### src/rtl/fetch_pkg.sv
// Shared types and constants for the instruction-fetch stage.
package fetch_pkg;

    typedef enum logic [1:0] {
        FETCH = 2'd0,
        WAIT  = 2'd1,
        HOLD  = 2'd2,
        DROP  = 2'd3
    } fetch_state_e;

    // Bubble encoding; matches the value IF/ID loads on a flush.
    localparam logic [31:0] NOP_INST         = 32'h0000_0000;
    localparam logic [31:0] RESET_PC_DEFAULT = 32'h0000_0000;

endpackage

### src/rtl/fetch_unit.sv
// Instruction fetch: owns the PC, one outstanding imem request, drops stale responses after redirect.
// Latency: accept at T, response at T+k, if_valid from T+k+1; consumption clears if_valid next cycle.
// Backpressure: id_stall holds the presented instruction; imem_ready stalls the request in FETCH.
module fetch_unit
    import fetch_pkg::*;
#(
    parameter logic [31:0] RESET_PC = RESET_PC_DEFAULT
) (
    input  logic        clk,
    input  logic        rst_n,
    input  logic        id_stall,
    input  logic        redirect,
    input  logic [31:0] redirect_pc,
    output logic        imem_req,
    output logic [31:0] imem_addr,
    input  logic        imem_ready,
    input  logic        imem_rvalid,
    input  logic [31:0] imem_rdata,
    output logic        if_valid,
    output logic [31:0] if_pc_p4,
    output logic [31:0] if_inst
);

    fetch_state_e state_q, state_d;
    logic [31:0]  pc_q, pc_d;
    logic [31:0]  inst_q, inst_d;
    logic [31:0]  pc_p4_q, pc_p4_d;
    logic         valid_q, valid_d;
    logic [31:0]  pc_plus4;

    always_comb begin
        state_d  = state_q;
        pc_d     = pc_q;
        inst_d   = inst_q;
        pc_p4_d  = pc_p4_q;
        valid_d  = valid_q;
        pc_plus4 = pc_q + 32'd4;

        if (redirect) begin
            // Any request already accepted for the old PC must have its response dropped.
            pc_d    = redirect_pc & 32'hFFFF_FFFC;
            valid_d = 1'b0;
            inst_d  = NOP_INST;
            pc_p4_d = 32'h0;
            case (state_q)
                FETCH:   state_d = imem_ready  ? DROP  : FETCH;
                WAIT:    state_d = imem_rvalid ? FETCH : DROP;
                HOLD:    state_d = FETCH;
                DROP:    state_d = imem_rvalid ? FETCH : DROP;
                default: state_d = FETCH;
            endcase
        end else begin
            case (state_q)
                FETCH: begin
                    if (imem_ready) state_d = WAIT;
                end
                WAIT: begin
                    if (imem_rvalid) begin
                        inst_d  = imem_rdata;
                        pc_p4_d = pc_plus4;
                        valid_d = 1'b1;
                        state_d = HOLD;
                    end
                end
                HOLD: begin
                    if (!id_stall) begin
                        pc_d    = pc_plus4;
                        valid_d = 1'b0;
                        inst_d  = NOP_INST;
                        pc_p4_d = 32'h0;
                        state_d = FETCH;
                    end
                end
                DROP: begin
                    if (imem_rvalid) state_d = FETCH;
                end
                default: state_d = FETCH;
            endcase
        end
    end

    always_ff @(posedge clk or negedge rst_n) begin
        if (!rst_n) begin
            state_q <= FETCH;
            pc_q    <= RESET_PC;
            inst_q  <= NOP_INST;
            pc_p4_q <= 32'h0;
            valid_q <= 1'b0;
        end else begin
            state_q <= state_d;
            pc_q    <= pc_d;
            inst_q  <= inst_d;
            pc_p4_q <= pc_p4_d;
            valid_q <= valid_d;
        end
    end

    // State resets to FETCH, so the request is gated to stay low while reset is held.
    assign imem_req  = rst_n && (state_q == FETCH);
    assign imem_addr = pc_q;
    assign if_valid  = valid_q;
    assign if_inst   = inst_q;
    assign if_pc_p4  = pc_p4_q;

endmodule

### config.mk
export PLATFORM = sky130hd
export DESIGN_NAME = fetch_unit
export DESIGN_NICKNAME = d
export VERILOG_FILES = /design/src/rtl/fetch_pkg.sv /design/src/rtl/fetch_unit.sv
export SDC_FILE = /design/constraint.sdc
export NUM_CORES = 1
export LEC_CHECK = 0
export BUFFER_PORTS_ARGS = -buffer_cell sky130_fd_sc_hd__buf_2
export CORE_ASPECT_RATIO = 1.4
export CORE_MARGIN = 4
export CORE_UTILIZATION = 50
export DETAILED_ROUTE_END_ITERATION = 8
export PLACE_DENSITY = 0.8
export SYNTH_ARGS = -nofsm -noshare
export SYNTH_HDL_FRONTEND = slang
export SYNTH_SLANG_ARGS = --single-unit
### constraint.sdc
create_clock -name clk -period 2.88 [get_ports clk]
set_clock_uncertainty 0.2 [all_clocks]
set_input_delay 0.864 -clock clk [delete_from_list [all_inputs] [get_ports clk]]
set_output_delay 0.864 -clock clk [all_outputs]
set_load 0.02 [all_outputs]
### After elaboration in Yosys (flattened, before gate mapping)

Cells that the tools add are included.

| operators by class | value |
|---|---|
| mux-type cells | 23 |
| add/sub/neg operators | 1 |
| reductions and logical operators | 8 |
| equal/unequal tests | 8 |

Operator list:

| kind | count |
|---|---|
| $mux W32 | 8 |
| $pmux W32 S2 | 2 |
| $add A32 B3 Y32 const B | 1 |
| $mux W2 | 7 |
| $ne A3 B3 Y1 const B | 4 |
| $pmux W2 S4 | 1 |
| $pmux W2 S3 | 1 |
| $eq A2 B2 Y1 const B | 2 |
| $reduce_and A4 Y1 | 1 |
| $mux W1 | 3 |
| $reduce_and A3 Y1 | 1 |
| $reduce_bool A3 Y1 | 1 |
| $eq A2 B1 Y1 const B | 1 |
| $logic_not A2 Y1 | 1 |
| $ne A2 B1 Y1 const B | 1 |
| $pmux W1 S2 | 1 |
| $reduce_and A2 Y1 | 1 |
| $reduce_bool A2 Y1 | 1 |
| $reduce_or A2 Y1 | 1 |
| $logic_and A1 B1 Y1 | 1 |

| storage, ports and cells | value |
|---|---|
| logic and storage cells | 45 |
| register bits after elaboration | 99 |
| bits of input ports | 70 |
| output and inout port bits | 98 |

### Longest topological paths before layout

| logic depth | value |
|---|---|
| depth after elaboration | 4 |
| depth in mapped cells | 8 |
| gate-level depth less buffers | 6 |

### Least setup slack after synthesis

No wires, ideal clock.

| path | value |
|---|---|
| path kind | input to output |
| start point | in rst_n |
| end point | out imem_req |
| data arrival time | 1.385 ns |
| buffers on the path | 0 |
| path slack | 0.431 ns |
| cell stages on the path | 1 |
| data required time | 1.816 ns |
| cells stage by stage | nor3b_1 |

| between the ends | value |
|---|---|
| word-level cells in the longest chain between the ends | 1 |

Ends and longest elaborated chain:

| item | line | source |
|---|---|---|
| start, declared | fetch_unit.sv:10 | `input logic rst_n,` |
| $logic_and A1 B1 Y1 | fetch_unit.sv:99 | `assign imem_req = rst_n && (state_q == FETCH);` |
| end, declared | fetch_unit.sv:14 | `output logic imem_req,` |

No other way between the ends.

### Worst setup path in the final report

| path | value |
|---|---|
| start point | in id_stall |
| end point | reg pc_p4_q[9] (netlist: if_pc_p4[9]) |

| between the ends | value |
|---|---|
| word-level cells in the longest chain between the ends | 2 |

Ends and longest elaborated chain:

| item | line | source |
|---|---|---|
| start, declared | fetch_unit.sv:11 | `input logic id_stall,` |
| $ne A3 B3 Y1 (no source line) | n/a |  |
| $reduce_and A3 Y1 (no source line) | n/a |  |
| end signal, assigned | fetch_unit.sv:93 | `pc_p4_q <= pc_p4_d;` |
| end, declared | fetch_unit.sv:27 | `logic [31:0] pc_p4_q, pc_p4_d;` |

No other way between the ends.
A chain may end at the register's enable or synchronous reset.

==> impl_metrics.py <==
metrics = {
    "run_status": {
        "status": "finished clean",
    },
    "route": {
        "final_antenna_net_count": 0,
        "drc": 0,
        "wl_per_cell_microns": 17.0,
        "drtPass1Iterations": 5,
        "wl_microns": 12300,
        "vias": 3934,
        "viasPerCell": 5.47,
        "first_iter_violations": 290,
    },
    "yosys": {
        "synth-edff-count": 0,
        "netlist.area_leader.share": 0.517,
        "synth_seq_cells": 96,
        "yosysWarnings": 0,
        "syn_avg_cell_area_sq_um": 10.1,
        "synthesis.instances": 459,
        "ys.flop_type": "dfrtp_1",
        "netlist_area_sq_um": 4650,
        "ys_types": 34,
        "async_flop_share": 1.00,
        "yosysTopAreaCell": "dfrtp_1",
        "synth_area_leaders": "dfrtp_1 (52%), xnor2_1 (8.3%), a22o_1 (6.6%)",
        "ys_seq_area_frac": 0.517,
    },
    "cells_and_area": {
        "n_antenna_cell": 0,
        "drive_gt1_frac": 0.342,
        "layout_common_cells": "buf_2 (162), dfrtp_1 (96), nand2_1 (74)",
        "area_growth_pct": 25.5,
        "mostFrequentLayoutCell": "buf_2",
        "fin_nets": 678,
    },
    "flow_run": {
        "drv_cap": 0,
    },
    "cts": {
        "cts_tree": "done",
        "cts_buffers": 9,
        "ctsLongestPathBuffers": 2,
        "cts_hold_buf": 0,
        "clkTransAtPathRegs_ns": 0.06,
        "cts-root-buf": "clkbuf_16",
        "cts_sinks": 96,
        "cts_resized": 0,
        "htree_num_levels": 3,
        "clk_latency_ns": 0.34,
        "post_cts_buffers": 0,
    },
    "power": {
        "leakage_nw": 2.77,
        "irDropWorstVdd_uv": 482,
        "power.total_mw": 3.72,
        "p_per_area_nw_per_um2": 638,
    },
    "die": {
        "rows": 41,
        "io_pins": 168,
        "core_area_sq_um": 9030,
        "die_area_sq_um": 10900,
        "chipHeight_microns": 122,
        "initial_core_util": 0.515,
        "die_x_microns": 89.5,
    },
    "critical_path": {
        "rr_worst_depth": 6,
        "r2r-start": "state_q[0]",
        "path_depth": 7,
        "critical_path_class": "input pin to flip-flop",
        "path_max_fanout": 59,
        "worst_path_largest_cell_delay_ns": 0.98,
        "crit_family": "simple AND/OR/NAND/NOR gates",
        "cp.required_ns": 2.92,
        "crit_buf_inv": 2,
        "cp.arrival_ns": 2.65,
        "critPathCaptureType": "flip-flop",
        "crit_path_top_delay_cell": "nor2_4",
        "startpoint": "id_stall",
        "regToRegSetupSlack_ns": 0.36,
        "cp-start-kind": "input pin",
        "cp_cell_sequence": "buf_2 > or3b_1 > o21ai_1 > nor2_4 > buf_4 > nand2_1 > o21ai_0",
    },
    "timing": {
        "fin_crit_sh": 0.906,
        "rsz0062_at_grt": "false",
        "post-route-min-period_ns": 2.61,
        "holdWs_ns": 0.277,
        "slew_headroom": 0.142,
        "setup_violations": 0,
        "finalHoldViolations": 0,
        "fmax_ghz": 0.383,
        "slew_viol_final": 0,
        "worstMarginPinSlew_ns": 1.28,
    },
    "placement": {
        "place_hpwl_microns": 8850,
        "portBuffers": 163,
        "place_congestion": 0.885,
    },
    "worst_hold_path": {
        "min_from": "if_pc_p4[16]",
        "hold_depth": 2,
        "hold_class": "flip-flop to flip-flop",
    },
    "global_routing": {
        "grt_util_all_layers": 0.226,
        "gr-total-overflow": 0,
        "grt_pass1_vias": 3864,
        "grt_antenna_before_repair": 0,
        "grt_max_degree": 69,
        "grt_pass1_wl_microns": 19200,
    },
}
## cells in the mapped netlist (all sizes together) (12+ instances only)
| master | instances |
|---|---|
| dfrtp | 96 |
| nand2 | 74 |
| nor4 | 14 |
| xnor2 | 44 |
| o21ai | 58 |
| nand3 | 12 |
| clkbuf | 27 |
| nor3 | 16 |
| xor2 | 13 |
| nor2 | 17 |
| a22o | 35 |
## worst reg2reg max path: stages (launching register included)
cell and delay [ns]:
dfrtp_1 0.50, or3b_1 0.19, o21ai_1 0.10, nor2_4 0.98, buf_4 0.31, nand2_1 0.06
o21ai_0 0.08
## area by class of cell
cell class,count,area [sq um]
Fill cell,730,3190
Sequential cell,96,2400
Multi-Input combinational cell,325,2090
Timing Repair Buffer,174,901
Clock buffer,11,243
Tap cell,107,134
Clock inverter,5,63.8
Inverter,1,3.75
## worst paths after layout
| path | to |
|---|---|
| min reg2reg | if_pc_p4[16] |
| min | if_pc_p4[16] |
| max in group asynchronous | if_inst[12] |
| min in group asynchronous | if_pc_p4[3] |
| max reg2reg | if_pc_p4[9] |
| max | if_pc_p4[9] |
## where the power goes
group | switching [mW] | total, mW | internal, mW
logic | 0.548 | 0.852 | 0.304
clock network | 0.508 | 1.21 | 0.703
registers | 0.165 | 1.66 | 1.49
## layer usage
metal | track usage | up-vias | part of all wire
met5 | 0 | - | 0
met4 | 0.0726 | 0 | 0.023
met3 | 0.0453 | 19 | 0.066
met2 | 0.391 | 156 | 0.52
met1 | 0.280 | 1864 | 0.39
li1 | - | 1895 | -
## per-stage QoR
stage / worst slack (ns) / instances / TNS (ns) / instance area, sq um / utilization
after floorplan: 0.431 / 460 / 0 / 4650 / -
after global placement: 0.0335 / 703 / 0 / 5530 / 0.612
after detailed placement: -0.0686 / 703 / -0.223 / 5530 / 0.612
after CTS: 0.266 / 719 / 0 / 5830 / 0.646
after global routing: 0.123 / 719 / 0 / 5830 / 0.646
final: 0.272 / 719 / 0 / 5830 / 0.646
## sequential cells by signal, indices dropped and copies added (netlist names)
name,flops
if_inst,32
if_valid,1
state_q,2
imem_addr,30
if_pc_p4,31
## logic make-up after synthesis
logic type	after synthesis	synth area share
and+or+nand+nor	167	0.196
DFF	96	0.517
AOI/OAI and AO/OA	94	0.129
xor gates and xnor gates	57	0.107
buffers and inverters	39	0.0379
muxes	4	0.00861
adders and majority gates	1	0.00269
other	1	0.000807
(Power assumes the default switching activity.)
